**src/rtl/pingpong_buf_ctrl.sv**
```systemverilog
// Ping-pong buffer controller: write FSM fills frames, read FSM hands them to a consumer.
// Optional producer-stall counter enabled by defining PINGPONG_STALL_CNT_EN.
//
// state   | meaning
// W_IDLE  | waiting for a free buffer half (fill_cnt < 2)
// W_FILL  | accepting producer words for the current frame
// W_CLOSE | last word presented; write enable drops after this cycle
// R_IDLE  | waiting for a consumer start with a frame available
// R_BUSY  | consumer owns a frame, read enable high
// R_CLOSE | read enable low for one cycle, frame released
module pingpong_buf_ctrl #(
  parameter int FRAME_LEN  = 784,
  parameter int WIDTH      = 16,
  parameter int ADDR_WIDTH = 16
) (
  input  logic                  clk,
  input  logic                  rst_n,
  input  logic                  prod_valid,
  input  logic [WIDTH-1:0]      prod_data,
  output logic                  prod_ready,
  output logic                  buf_wr_en,
  output logic [ADDR_WIDTH-1:0] buf_wr_addr,
  output logic [WIDTH-1:0]      buf_wr_data,
  input  logic                  cons_start,
  input  logic                  cons_done,
  output logic                  frame_avail,
  output logic                  buf_rd_en,
  output logic [1:0]            fill_cnt
`ifdef PINGPONG_STALL_CNT_EN
  , output logic [15:0]         stall_cnt
`endif
);

  typedef enum logic [1:0] {W_IDLE, W_FILL, W_CLOSE} w_state_t;
  typedef enum logic [1:0] {R_IDLE, R_BUSY, R_CLOSE} r_state_t;

  localparam logic [ADDR_WIDTH-1:0] LAST_ADDR = ADDR_WIDTH'(FRAME_LEN - 1);

  w_state_t w_state, w_next;
  r_state_t r_state, r_next;

  logic [ADDR_WIDTH-1:0] addr_cnt;
  logic                  accept;
  logic                  last_word;
  logic                  wr_close_entry;
  logic                  rd_close_entry;

  assign accept         = prod_valid & prod_ready;
  assign last_word      = (addr_cnt == LAST_ADDR);
  assign wr_close_entry = accept & last_word;
  assign rd_close_entry = (r_state == R_BUSY) & cons_done;
  assign frame_avail    = (r_state == R_IDLE) & (fill_cnt != 2'd0);

  always_ff @(posedge clk or negedge rst_n) begin
    if (!rst_n) begin
      w_state <= W_IDLE;
      r_state <= R_IDLE;
    end else begin
      w_state <= w_next;
      r_state <= r_next;
    end
  end

  always_comb begin
    w_next     = w_state;
    prod_ready = 1'b0;
    case (w_state)
      W_IDLE:  if (fill_cnt < 2'd2) w_next = W_FILL;
      W_FILL: begin
        prod_ready = 1'b1;
        if (wr_close_entry) w_next = W_CLOSE;
      end
      W_CLOSE: w_next = W_IDLE;
      default: w_next = W_IDLE;
    endcase
  end

  always_comb begin
    r_next = r_state;
    case (r_state)
      R_IDLE:  if (cons_start && frame_avail) r_next = R_BUSY;
      R_BUSY:  if (cons_done) r_next = R_CLOSE;
      R_CLOSE: r_next = R_IDLE;
      default: r_next = R_IDLE;
    endcase
  end

  // Write enable stays high across producer gaps and drops on leaving W_CLOSE.
  always_ff @(posedge clk or negedge rst_n) begin
    if (!rst_n) begin
      addr_cnt    <= '0;
      buf_wr_en   <= 1'b0;
      buf_wr_addr <= '0;
      buf_wr_data <= '0;
    end else if (accept) begin
      buf_wr_en   <= 1'b1;
      buf_wr_addr <= addr_cnt;
      buf_wr_data <= prod_data;
      addr_cnt    <= last_word ? '0 : addr_cnt + 1'b1;
    end else if (w_state == W_CLOSE) begin
      buf_wr_en <= 1'b0;
    end
  end

  always_ff @(posedge clk or negedge rst_n) begin
    if (!rst_n) buf_rd_en <= 1'b0;
    else        buf_rd_en <= (r_next == R_BUSY);
  end

  // Bounded by the FSM handshakes, so no saturation is needed.
  always_ff @(posedge clk or negedge rst_n) begin
    if (!rst_n) begin
      fill_cnt <= 2'd0;
    end else begin
      case ({wr_close_entry, rd_close_entry})
        2'b10:   fill_cnt <= fill_cnt + 2'd1;
        2'b01:   fill_cnt <= fill_cnt - 2'd1;
        default: fill_cnt <= fill_cnt;
      endcase
    end
  end

`ifdef PINGPONG_STALL_CNT_EN
  always_ff @(posedge clk or negedge rst_n) begin
    if (!rst_n)
      stall_cnt <= 16'd0;
    else if (prod_valid && !prod_ready && (stall_cnt != 16'hFFFF))
      stall_cnt <= stall_cnt + 16'd1;
  end
`endif

endmodule
```
**config.mk**
```make
export PLATFORM = sky130hd
export DESIGN_NAME = pingpong_buf_ctrl
export DESIGN_NICKNAME = d
export VERILOG_FILES = /design/src/rtl/pingpong_buf_ctrl.sv
export SDC_FILE = /design/constraint.sdc
export NUM_CORES = 1
export LEC_CHECK = 0
export CAP_MARGIN = 40
export CORE_MARGIN = 1
export CORE_UTILIZATION = 32
export DETAILED_ROUTE_END_ITERATION = 8
export SLEW_MARGIN = 20
export SYNTH_ARGS = -nofsm -noshare
export SYNTH_HDL_FRONTEND = slang
export SYNTH_SLANG_ARGS = --single-unit
```
**constraint.sdc**
```tcl
create_clock -name clk -period 2.2 [get_ports clk]
set_input_delay 0.22 -clock clk [delete_from_list [all_inputs] [get_ports clk]]
set_output_delay 0.22 -clock clk [all_outputs]
set_load 0.02 [all_outputs]
```
==> metrics.md, run 1 <==
| Metric | Value |
|---|---|
| Status | complete, no violations |
| Leakage Power | ~1.5 nW |
| Commonest cells post-synth | nand2_1 (101), dfrtp_1 (56), nor2_1 (8), o21ai_0 (8), xnor2_1 (8) |
| CTS sink cnt | 56 |
| Most numerous cell in the Yosys netlist | nand2_1 |
| Avg Inst Size Synth | 9.62 µm² |
| Synth area leaders | dfrtp_1 (61%), nand2_1 (16%), xnor2_1 (3.0%), xor2_1 (2.7%), o21ai_0 (1.7%) |
| Syn_nets | ~260 |
| H-Tree Depth | 2 |
| Critical path class | reg -> reg |
| Synthesized area | between 2000 and 2500 µm² |
| Vias per inst | between 4 and 5 |
| Vias | between 1500 and 2000 |
| Fmax | ~0.46 GHz |
| CTS tree | yes |
| Post-synthesis sequential area ratio | between 60% and 70% |
| Placed cells | 396 |
| Initial antenna violation count | 0 |
| Crit path time final | 2.20 ns |
| Cell at the root of the clock tree | clkbuf_8 |
| Max-capacitance violation count | 0 |
| Synth top area share | about three fifths |
| Critical Path RT | 2.44 ns |
| Fin crit share | 99.8% |
| Total CTS buffers | 5 |
| Reg2reg path depth | 8 |
| Final ANT Viol Nets | 0 |
| Switch Pwr | about 670 µW |
| Number of synthesized flops with an enable pin | 0 |
| Final Wtd Congestion | between 0.8 and 0.9 |
| First-pass DRT Iterations | 4 |
| Die H | a little under 90 µm |
| Initial Util | approximately a third |
| Post-synth top area cell | dfrtp_1 |
| Power, Total | approximately 2.3 mW |
| Final hold slack | around 0.38 ns |
| Clk slew on worst S/H paths | 0.11 ns |
| Largest net degree at the start of global routing | 32 |
| Tightest Pin Transition | between 0.4 and 0.5 ns |
| Overflow after GRT | 0 |
| Sw Ratio | ~30% |
| Layout Cells excl Fill | 406 |
| First-pass GRT wire length | between 8000 and 9000 µm |
| Synthesized flop and latch total | 56 |
| I/O pin cnt | a little under 60 |
| Critical Path Fanout Max | 2 |
| Clk_skew | 0.0106 ns |
| Relative slew slack | about 70% |
| Pwr per Cell Area | 716 nW/µm² |
| Layout Nets | approximately 330 |
| Number of warnings issued by yosys | 0 |
| Count of different cell masters after synthesis | 26 |
| Port Buffers | 58 |
| Top FF cell, synth | dfrtp_1 |
| Crit-path cells | or4_4 > or4_4 > nor3_4 > inv_2 > ha_4 > xnor2_1 > nor2_1 > xor2_1 |
| Wire per inst | ~12 µm |
| Core Area | 6870 µm² |
| Layout cells sized above 1 | roughly 10% |
| Max-slew violations | 0 |
| Worst setup SP type | flop |
| Clock Power Share | about a quarter |
| Setup crit end kind | flop |
| Buffer depth of the longest clock path | 2 |
| Fillcell total | 671 |
| CP peak stage delay | between 0.5 and 0.6 ns |
| Vias in the first global route | 1735 |
| Crit path DAT | between 2 and 2.5 ns |
| Cell mode on critical path | or4_4 |
| Worst setup startpoint | addr_cnt[7] |
| Comb pwr share | between 20% and 30% |
| Die width | 86.8 µm |
| Clock Latency Late Sink | a little over 0.3 ns |
| Iter 0 DRT Violations | ~110 |
| Rows | 30 |
| Die Area | ~7500 µm² |
| Origin of the critical flop-to-flop path | addr_cnt[7] |
| Hold crit path type | in -> async |
| DR DRC count | 0 |
| Critical-path top delay cell | or4_4 |
| All-Layer GR Usage | between 10% and 20% |
| Cells after Synth | 239 |
| Final setup violation count | 0 |
| RSZ-0062 raised after global routing | true |
| Fin. Hold Viols | 0 |
| Worst IR Drop VDD | between 200 and 300 µV |
| Number of diodes | 0 |
| P&R area growth vs syn | 38.7% |
| Fraction of registers with async set/reset | 100% |
| P_int | between 1.5 and 2 mW |
| Final WL | 4960 µm |
| Sequential power share | roughly 53% |
| HPWL Detailed | between 3000 and 4000 µm |
==> per-layer routing <==
layer  track usage (%)  vias to the layer above  share of wire (%)
met3              3.33                        7                3.5
li1                  -                      904                  -
met5                 0                        -                  0
met2              23.2                       43                 46
met1              20.0                      852                 49
met4              4.55                        0                1.3
==> through the flow <==
| stage | instance area, µm² | setup TNS (ns) | worst slack [ns] | util, % |
|---|---|---|---|---|
| floorplan | 2310 | -0.0659 | -0.0659 | - |
| global placement | 3070 | -0.00841 | -0.00841 | 44.7 |
| detailed placement | 3070 | -0.0509 | -0.0509 | 44.7 |
| CTS | 3190 | -0.00363 | -0.00363 | 46.4 |
| global route | 3190 | -0.136 | -0.136 | 46.4 |
| finish | 3190 | 0 | 0.00348 | 46.4 |
==> what timing repair did <==
action | in CTS | in global routing
gates resized for setup | 0 | 1
hold buffers | 1 | 0
setup endpoints to repair | 1 | 1
endpoints found under the hold margin | 18 | 0
setup buffers | 1 | 0
pin swaps | 2 | 0
==> state kept, by name, indices dropped and copies added (netlist names) <==
register,cells
buf_wr_data,16
fill_cnt,2
buf_rd_en,1
buf_wr_en,1
addr_cnt,16
w_state,2
r_state,2
buf_wr_addr,16
==> cell families (layout without fill, tap and decap cells) <==
family,after synthesis,in the layout,share of synthesized area [%]
AND/OR/NAND/NOR,143,143,27.9
flip-flops,56,56,60.9
buffers and inverters,12,83,1.96
XOR/XNOR,15,15,5.71
AO/OA/AOI/OAI,11,11,2.39
adder cells (fa/ha/maj),2,2,1.09
==> final cells by class <==
class / count / area (µm²) / share of cell area (%)
clock buffers: 6 / 82.6 / 2.59
inverters: 4 / 15.0 / 0.471
flip-flops and latches: 56 / 1400 / 43.9
clock inverters: 2 / 13.8 / 0.431
repair buffers: 71 / 688 / 21.6
well taps: 96 / 120 / 3.76
multi-input cells: 171 / 870 / 27.3
==> power by group through the flow <==
stage | registers, mW | clock network (mW) | logic (mW)
floorplan | 1.32 | 0 | 0.131
finish | 1.22 | 0.603 | 0.463
detailed placement | 1.24 | 0 | 0.468
global route | 1.23 | 0.662 | 0.523
global placement | 1.23 | 0 | 0.463
CTS | 1.21 | 0.624 | 0.470
==> layout by cell type, fill, tap and decap left out, types with 2 or more instances in the layout <==
| cell type | synthesis | routed |
|---|---|---|
| and3b_1 | 2 | 2 |
| dfrtp_1 | 56 | 56 |
| inv_1 | 4 | 3 |
| clkbuf_8 | 0 | 6 |
| nor2b_1 | 3 | 3 |
| xor2_1 | 7 | 7 |
| xnor2_1 | 8 | 8 |
| a21oi_1 | 3 | 3 |
| nor4_1 | 2 | 2 |
| or4_4 | 2 | 3 |
| or2_2 | 3 | 3 |
| clkdlybuf4s50_1 | 0 | 57 |
| nand3_1 | 6 | 6 |
| nand2_1 | 101 | 101 |
| nor2_1 | 8 | 8 |
| buf_4 | 0 | 11 |
| or3_1 | 2 | 2 |
| o21ai_0 | 8 | 8 |
| nor3_1 | 6 | 6 |
==> worst max-delay path: cells and delay by family (launching register included) <==
kind	cells	cell delay (ns)
xor gates and xnor gates	2	0.25
and+or+nand+nor	4	1.26
adders and majority gates	1	0.15
DFF	1	0.39
buffers and inverters	1	0.06
==> worst paths after layout <==
path	end	slack [ns]
max	fill_cnt[1]	0.003
min	w_state[1]	0.38
max reg2reg	fill_cnt[1]	0.003
min reg2reg	buf_wr_addr[5]	0.48
max in group asynchronous	addr_cnt[7]	1.19
min in group clk	buf_wr_data[6]	0.42
(Power assumes the default switching activity.)
==> run 2, diff against run 1 <==
Settings changed: CELL_PAD_IN_SITES_DETAIL_PLACEMENT from default to 1, CELL_PAD_IN_SITES_GLOBAL_PLACEMENT from default to 2, CORE_UTILIZATION 32 to 27, CTS_BUF_LIST from default to sky130_fd_sc_hd__clkbuf_2, PLACE_DENSITY_LB_ADDON from default to 0.1.
==> metrics.md, run 2 (synthesis results as in run 1) <==
| Metric | Value |
|---|---|
| Fillcell total | 965 |
| Setup crit end kind | flop |
| Rows | 33 |
| Biggest regs | addr_cnt: 16 flops, buf_wr_addr: 16 flops, buf_wr_data: 16 flops |
| CTS sink cnt | 56 |
| Core Area | a little over 8000 µm² |
| Overflow after GRT | 0 |
| Total CTS buffers | 5 |
| Critical Path RT | 2.57 ns |
| Sw Ratio | a little under 30% |
| Layout Nets | 334 |
| HPWL Detailed | 3880 µm |
| Die H | 94.3 µm |
| Switch Pwr | between 600 and 700 µW |
| P_int | between 1.5 and 2 mW |
| Clk slew on worst S/H paths | about 0.28 ns |
| Fin worst setup slack | -0.0708 ns |
| Pwr per Cell Area | 690 nW/µm² |
| Sequential power share | between 50% and 60% |
| Fin. Hold Viols | 0 |
| Port Buffers | between 50 and 60 |
| Comb pwr share | 21.4% |
| Critical Path Fanout Max | 2 |
| Worst IR Drop VDD | 281 µV |
| Iter 0 DRT Violations | 45 |
| Worst setup SP type | flop |
| Vias per inst | between 4 and 5 |
| Cell at the root of the clock tree | clkbuf_2 |
| Final setup violation count | 1 |
| Crit path DAT | roughly 2.6 ns |
| Largest net degree at the start of global routing | 39 |
| Critical path class | reg -> reg |
| CTS tree | yes |
| Setup TNS Final | -0.0708 ns |
| Die Area | between 8000 and 9000 µm² |
| Clk_skew | slightly above 0.03 ns |
| Flop-to-flop setup slack | -0.07 ns |
| I/O pin cnt | 59 |
| Initial Util | between 20% and 30% |
| Status | finished with violations |
| Buffer depth of the longest clock path | 2 |
| Initial antenna violation count | 0 |
| Leakage Power | ~1.5 nW |
| Clock Latency Late Sink | approximately 0.45 ns |
| Hold crit path type | in -> reg |
| Design area | approximately 3200 µm² |
| First-pass GRT wire length | 9170 µm |
| H-Tree Depth | 2 |
| Max-capacitance violation count | 0 |
| Failing checks | setup timing |
| Number of diodes | 0 |
| Clock Power Share | 23.3% |
| Die width | 94.3 µm |
| DR DRC count | 0 |
| Vias | 1853 |
| Final Wtd Congestion | 0.722 |
| Final WL | roughly 5400 µm |
| Final ANT Viol Nets | 0 |
| Fmax | roughly 0.44 GHz |
| Tightest Pin Transition | just over 0.6 ns |
| Wire per inst | 12.9 µm |
| Max-slew violations | 0 |
| Most common cell after layout, fill and taps aside | nand2_1 |
| Crit path time final | about 2.3 ns |
| Placed inst area | 3090 µm² |
| First-pass DRT Iterations | 4 |
| All-Layer GR Usage | between 10% and 20% |
| RSZ-0062 raised after global routing | true |
| Layout cells sized above 1 | 10.6% |
| P&R area growth vs syn | 38.5% |
| Vias in the first global route | ~1800 |
| Fin crit share | 103% |
| Most frequent cells in the layout | nand2_1 (101), clkdlybuf4s50_1 (57), dfrtp_1 (56), buf_4 (13) |
| Final hold slack | 0.251 ns |
| Relative slew slack | 59.3% |
run 2: changes by cell type in the layout (fill, tap and decap cells not counted), sizes merged:
cell	before	now
bufinv	0	1
buf	13	15
inv	5	4
run 2: cell type report:
class | count | area [µm²] | area share, %
clock buffer | 6 | 30.0 | 0.943
multi-input combinational | 171 | 870 | 27.3
inverter | 4 | 15.0 | 0.471
sequential | 56 | 1400 | 44.0
clock inverter | 2 | 35.0 | 1.10
timing repair buffer | 73 | 703 | 22.1
tap | 105 | 131 | 4.12
run 2: metrics by stage:
step	setup slack [ns]	cells	util (%)	power, mW
finish	-0.0708	417	38.8	2.20
global route	-0.187	417	38.8	2.33
CTS	-0.0835	417	38.8	2.24
detailed placement	-0.0934	406	37.6	1.71
global placement	-0.0218	406	37.6	1.71
floorplan	-0.0659	239	-	1.45
run 2: power by group through the flow:
stage | Clock (mW) | Sequential (mW) | Combinational (mW)
2_1_floorplan | 0 | 1.32 | 0.131
3_3_place_gp | 0 | 1.24 | 0.472
3_5_place_dp | 0 | 1.24 | 0.477
4_1_cts | 0.545 | 1.22 | 0.480
5_1_grt | 0.573 | 1.24 | 0.522
6_report | 0.512 | 1.22 | 0.469
run 2: path summary, 6_finish.rpt:
path | start | end | cells past startpoint
max | addr_cnt[4] | fill_cnt[1] | 8
min | prod_data[10] | buf_wr_data[10] | 3
max reg2reg | addr_cnt[4] | fill_cnt[1] | 8
min reg2reg | w_state[1] | w_state[0] | 1
max in group asynchronous | rst_n | addr_cnt[3] | 3
min in group asynchronous | rst_n | addr_cnt[4] | 2
run 2: per-layer routing:
layer / share of wire, % / vias to the layer above / routed length, µm / GRT usage (%)
met5: 0 / - / 0 / 0
met4: 1.4 / 0 / 74 / 4.23
met2: 46 / 39 / 2470 / 21.2
li1: - / 904 / - / -
met1: 48 / 904 / 2610 / 17.9
met3: 4.3 / 6 / 234 / 3.07
run 2: what timing repair did:
item	4_1_cts	5_1_grt
setup endpoints to repair	1	1
pin swaps	2	0
hold endpoints to repair	24	0
hold buffers	1	0
gates resized for setup	1	0
setup buffers	2	0
run 2: worst max-delay path, cell delays in order, from the launching register on:
cell     delay, ns
dfrtp_1       0.45
or4_4         0.51
or4_4         0.45
nor3_4        0.16
inv_2         0.06
ha_4          0.15
xnor2_1       0.11
nor2_1        0.13
xor2_1        0.15
==> run 3, diff against run 2 <==
Settings changed: CORE_MARGIN 1 to default.
==> results of run 3 <==
No change in the layout: final DEF, timing and power equal those of run 2.
